===== src/rtl/imm_ext_ctrl.sv =====
// imm_ext_ctrl: decode-stage immediate-extension sequencer.
// Takes IMM_W-bit immediates with an extension mode and produces a registered OUT_W-bit
// operand for execute. A PREFIX beat holds a high byte that is merged with the next
// immediate to form a full constant.
//
// Ports:
//   clk, rst      clock (rising edge), asynchronous active-high reset
//   flush         synchronous flush: drops held prefix and pending output
//   in_valid      decode presents an immediate
//   in_ready      block accepts this cycle (!out_valid || out_ready)
//   imm, mode     raw immediate; mode 00 ZERO, 01 SIGN, 10 UPPER, 11 PREFIX
//   out_valid     ext_imm holds a valid operand
//   out_ready     execute consumes the operand
//   ext_imm       extended operand
//   ext_merged    ext_imm was built from a held prefix
//   prefix_err    sticky: a PREFIX followed a PREFIX (cleared only by rst)
module imm_ext_ctrl #(
  parameter int unsigned IMM_W = 8,
  parameter int unsigned OUT_W = 16
) (
  input  logic             clk,
  input  logic             rst,
  input  logic             flush,
  input  logic             in_valid,
  output logic             in_ready,
  input  logic [IMM_W-1:0] imm,
  input  logic [1:0]       mode,
  output logic             out_valid,
  input  logic             out_ready,
  output logic [OUT_W-1:0] ext_imm,
  output logic             ext_merged,
  output logic             prefix_err
);

  typedef enum logic [0:0] {StIdle, StHeld} state_e;

  localparam logic [1:0] ModeZero   = 2'b00;
  localparam logic [1:0] ModeSign   = 2'b01;
  localparam logic [1:0] ModeUpper  = 2'b10;
  localparam logic [1:0] ModePrefix = 2'b11;

  state_e             state_q, state_d;
  logic [IMM_W-1:0]   hi_q, hi_d;
  logic               valid_q, valid_d;
  logic [OUT_W-1:0]   ext_q, ext_d;
  logic               merged_q, merged_d;
  logic               err_q, err_d;

  logic               accept;
  logic               is_prefix;
  logic [OUT_W-1:0]   ext_plain;

  // Ready depends only on the output register so a PREFIX can be taken while draining.
  assign in_ready  = !valid_q || out_ready;
  assign accept    = in_valid && in_ready;
  assign is_prefix = (mode == ModePrefix);

  always_comb begin
    ext_plain = '0;
    unique case (mode)
      ModeZero:  ext_plain = {{IMM_W{1'b0}}, imm};
      ModeSign:  ext_plain = {{IMM_W{imm[IMM_W-1]}}, imm};
      ModeUpper: ext_plain = {imm, {IMM_W{1'b0}}};
      default:   ext_plain = '0;
    endcase
  end

  always_comb begin
    state_d  = state_q;
    hi_d     = hi_q;
    valid_d  = valid_q;
    ext_d    = ext_q;
    merged_d = merged_q;
    err_d    = err_q;

    if (flush) begin
      // Flush discards any beat presented this cycle; prefix_err survives.
      state_d = StIdle;
      hi_d    = '0;
      valid_d = 1'b0;
    end else begin
      if (valid_q && out_ready) begin
        valid_d = 1'b0;
      end
      if (accept && is_prefix) begin
        hi_d    = imm;
        state_d = StHeld;
        if (state_q == StHeld) begin
          err_d = 1'b1;
        end
      end else if (accept) begin
        // A held prefix overrides the mode for the merged beat.
        if (state_q == StHeld) begin
          ext_d    = {hi_q, imm};
          merged_d = 1'b1;
        end else begin
          ext_d    = ext_plain;
          merged_d = 1'b0;
        end
        valid_d = 1'b1;
        state_d = StIdle;
      end
    end
  end

  always_ff @(posedge clk or posedge rst) begin
    if (rst) begin
      state_q  <= StIdle;
      hi_q     <= '0;
      valid_q  <= 1'b0;
      ext_q    <= '0;
      merged_q <= 1'b0;
      err_q    <= 1'b0;
    end else begin
      state_q  <= state_d;
      hi_q     <= hi_d;
      valid_q  <= valid_d;
      ext_q    <= ext_d;
      merged_q <= merged_d;
      err_q    <= err_d;
    end
  end

  assign out_valid  = valid_q;
  assign ext_imm    = ext_q;
  assign ext_merged = merged_q;
  assign prefix_err = err_q;

endmodule


===== config.mk =====
export PLATFORM = sky130hd
export DESIGN_NAME = imm_ext_ctrl
export DESIGN_NICKNAME = d
export VERILOG_FILES = /design/src/rtl/imm_ext_ctrl.sv
export SDC_FILE = /design/constraint.sdc
export NUM_CORES = 1
export LEC_CHECK = 0
export ABC_AREA = 1
export BUFFER_PORTS_ARGS = -buffer_cell sky130_fd_sc_hd__buf_2
export CORE_MARGIN = 8
export CORE_UTILIZATION = 30
export CTS_CLUSTER_DIAMETER = 200
export DETAILED_ROUTE_END_ITERATION = 6
export PLACE_DENSITY = 0.61
export SLEW_MARGIN = 20
export SYNTH_ARGS = -nofsm -noshare
export SYNTH_HDL_FRONTEND = slang
export SYNTH_SLANG_ARGS = --single-unit

===== constraint.sdc =====
create_clock -name clk -period 1.2 [get_ports clk]
set_input_delay 0.06 -clock clk [delete_from_list [all_inputs] [get_ports clk]]
set_output_delay 0.06 -clock clk [all_outputs]
set_load 0.03 [all_outputs]

==> flow_summary.toml <==
[run]
drv_cap = 0

[routing]
vias = 1191
wl_per_cell_um = 12.0
drt-total-wl_um = 3180
ant_nets = 0
firstDrtPassIters = 4
drcViolationCount = 0
vias_per_cell = 4.51
drtIter0Drc = 111

[yosys]
synth_top_family_by_area = "simple AND/OR/NAND/NOR gates"
synth_cell_type_count = 18
synth.area.mux_share = 0
synthAdderAreaFrac = 0
synth-compound-area-share = 0.0763
syn_inst = 169
yosys_warnings = 0
netlist_area_um2 = 1380
synth_fp_nets = 184
yosysTopAreaCell = "dfrtp_1"
synth_area_per_cell_um2 = 8.15
ys_seq_area_frac = 0.509
yosysTopAreaCellShare = 0.509
synth_xor_area_frac = 0
synthTopCellsByArea = "dfrtp_1 (51%), nand2_1 (24%), nand3_1 (5.8%)"
synth-simple-area-share = 0.354
synth-seq-cells = 28

[worst_setup_path]
cp-start-kind = "flip-flop"
cp_max_fo = 11
crit_arrival_ns = 1.31
worst_setup_path_end_kind = "flip-flop"
critPathKind = "flip-flop to flip-flop"
cp.required_ns = 1.37

[sta]
finalHoldViolations = 0
skew_ns = 0.00790
tightest_slew_ns = 0.357
rsz0062_at_grt = "yes"
layout_min_cycle_time_ns = 1.15
relSlewSlack = 0.762
setup_viol = 0
post-route-period-util = 0.954
clock.fmax_ghz = 0.873
maxSlewViolCount = 0

[clock_tree]
cts_root_buffer = "clkbuf_8"
cts.sinks = 28
cts.clk_slew.worst_paths_ns = 0.10
insertion_delay_ns = 0.28
cts_buffer_depth = 2
cts-resized-gates = 0
h-tree-depth = 1
cts_tree = "yes"
numCtsBuffers = 3

[finish]
layout-drive-gt1-share = 0.344
diodes = 0
n_fill_cell = 463
finalNetCount = 228
syn2layout_area_growth_pct = 24.0
final_cell_area_um2 = 1710
final_cell_count_no_fill = 264

[status]
status = "finished, final reports clean"

[grt]
grt_pass1_vias = 1147
grt_pass1_wl_um = 5460
antenna_found_initial = 0
grt-ovfl-total = 0
grt_max_degree = 29
gr-usage-all-layers = 0.0939

[hold_path]
min-delay-path-class = "input port to flip-flop"

[power]
ir_drop_uv = 397
powerDensity_nw_per_um2 = 1330
leakage_uw = 0.000996
totalPowerFinal_uw = 2270

[placement]
dp_hpwl_um = 2500
dp.cells = 259
postPlaceCellArea_um2 = 1640
place_congestion = 0.794
io_buffers = 34

[die]
die_area_um2 = 7020
start_util = 0.314
die_w_um = 83.8
fp.dieH_um = 83.8
num_rows = 24
core-area_um2 = 4380
io_pins = 35
[registers in the layout (all words and copies together), names as in the netlist]
signal      flops
out_valid       1
state_q         1
hi_q            8
ext_merged      1
ext_imm        16
prefix_err      1
[cell usage in the layout, fill, tap and decap left out, types with 2 or more instances in the layout]
cell,Yosys,routed
buf_2,1,34
buf_4,1,9
clkbuf_8,0,4
dfrtp_1,28,27
inv_1,3,3
inv_2,7,7
nand2_1,89,88
nand2_2,4,4
nand2_4,1,2
nand3_1,16,16
o21ai_2,9,9
[where the power goes]
| part | internal, uW | switching (uW) |
|---|---|---|
| combinational | 184 | 409 |
| clock | 294 | 290 |
| sequential | 1040 | 53.3 |
| total | 1520 | 752 |
[through the flow]
step | hold slack (ns) | worst slack, ns | util | TNS, ns
after floorplan | 0.125 | 0.00651 | - | 0
after global placement | 0.142 | 0.0901 | 0.375 | 0
after detailed placement | 0.146 | 0.0626 | 0.375 | 0
after CTS | 0.00301 | 0.0411 | 0.390 | 0
after global routing | 0.0225 | -0.0150 | 0.390 | -0.0227
final | 0.0139 | 0.0550 | 0.390 | 0
[critical path, stage by stage, from the launching register on]
cell and delay (ns):
dfrtp_2 0.45, nand2_4 0.08, nand4_4 0.17, buf_4 0.22, nand2_1 0.07, o21ai_2 0.05
[timing repair]
action	4_1_cts	5_1_grt
setup endpoints to repair	0	3
hold buffers	1	0
hold endpoints to repair	28	0
buffers inserted	0	0
[area by class of cell]
class	count	area, um2	area share
repair buffers	44	248	0.145
well taps	52	65.1	0.0381
flip-flops and latches	28	702	0.411
clock buffers	4	55.1	0.0322
multi-input cells	126	601	0.352
inverters	10	37.5	0.0220
[cell usage after synthesis (all sizes together)]
cell type and instances:
a21oi 2, buf 5, dfrtp 28, inv 10
nand2 94, nand3 17, nand4 2, o21ai 10
o21bai 1
[path summary, 6_finish.rpt]
check	depth (start not counted)	slack, ns	from	to
max in group asynchronous	4	0.54	rst	out_valid
min	3	0.01	imm[2]	hi_q[2]
min reg2reg	2	0.48	ext_imm[12]	ext_imm[12]
max reg2reg	5	0.05	out_valid	ext_imm[4]
max	5	0.05	out_valid	ext_imm[4]
min in group asynchronous	4	0.38	rst	ext_imm[2]
[routing by layer]
metal	wire (um)	global-route usage	up-vias
li1	-	-	617
met1	1480	0.116	543
met2	1470	0.151	26
met3	183	0.0303	5
met4	44	0.0283	0
met5	0	0	-
[logic make-up after synthesis]
group                  after synthesis
AOI/OAI and AO/OA                   13
buffers and inverters               15
DFF                                 28
and+or+nand+nor                    113
No activity file was read; power rests on OpenSTA's default activity.
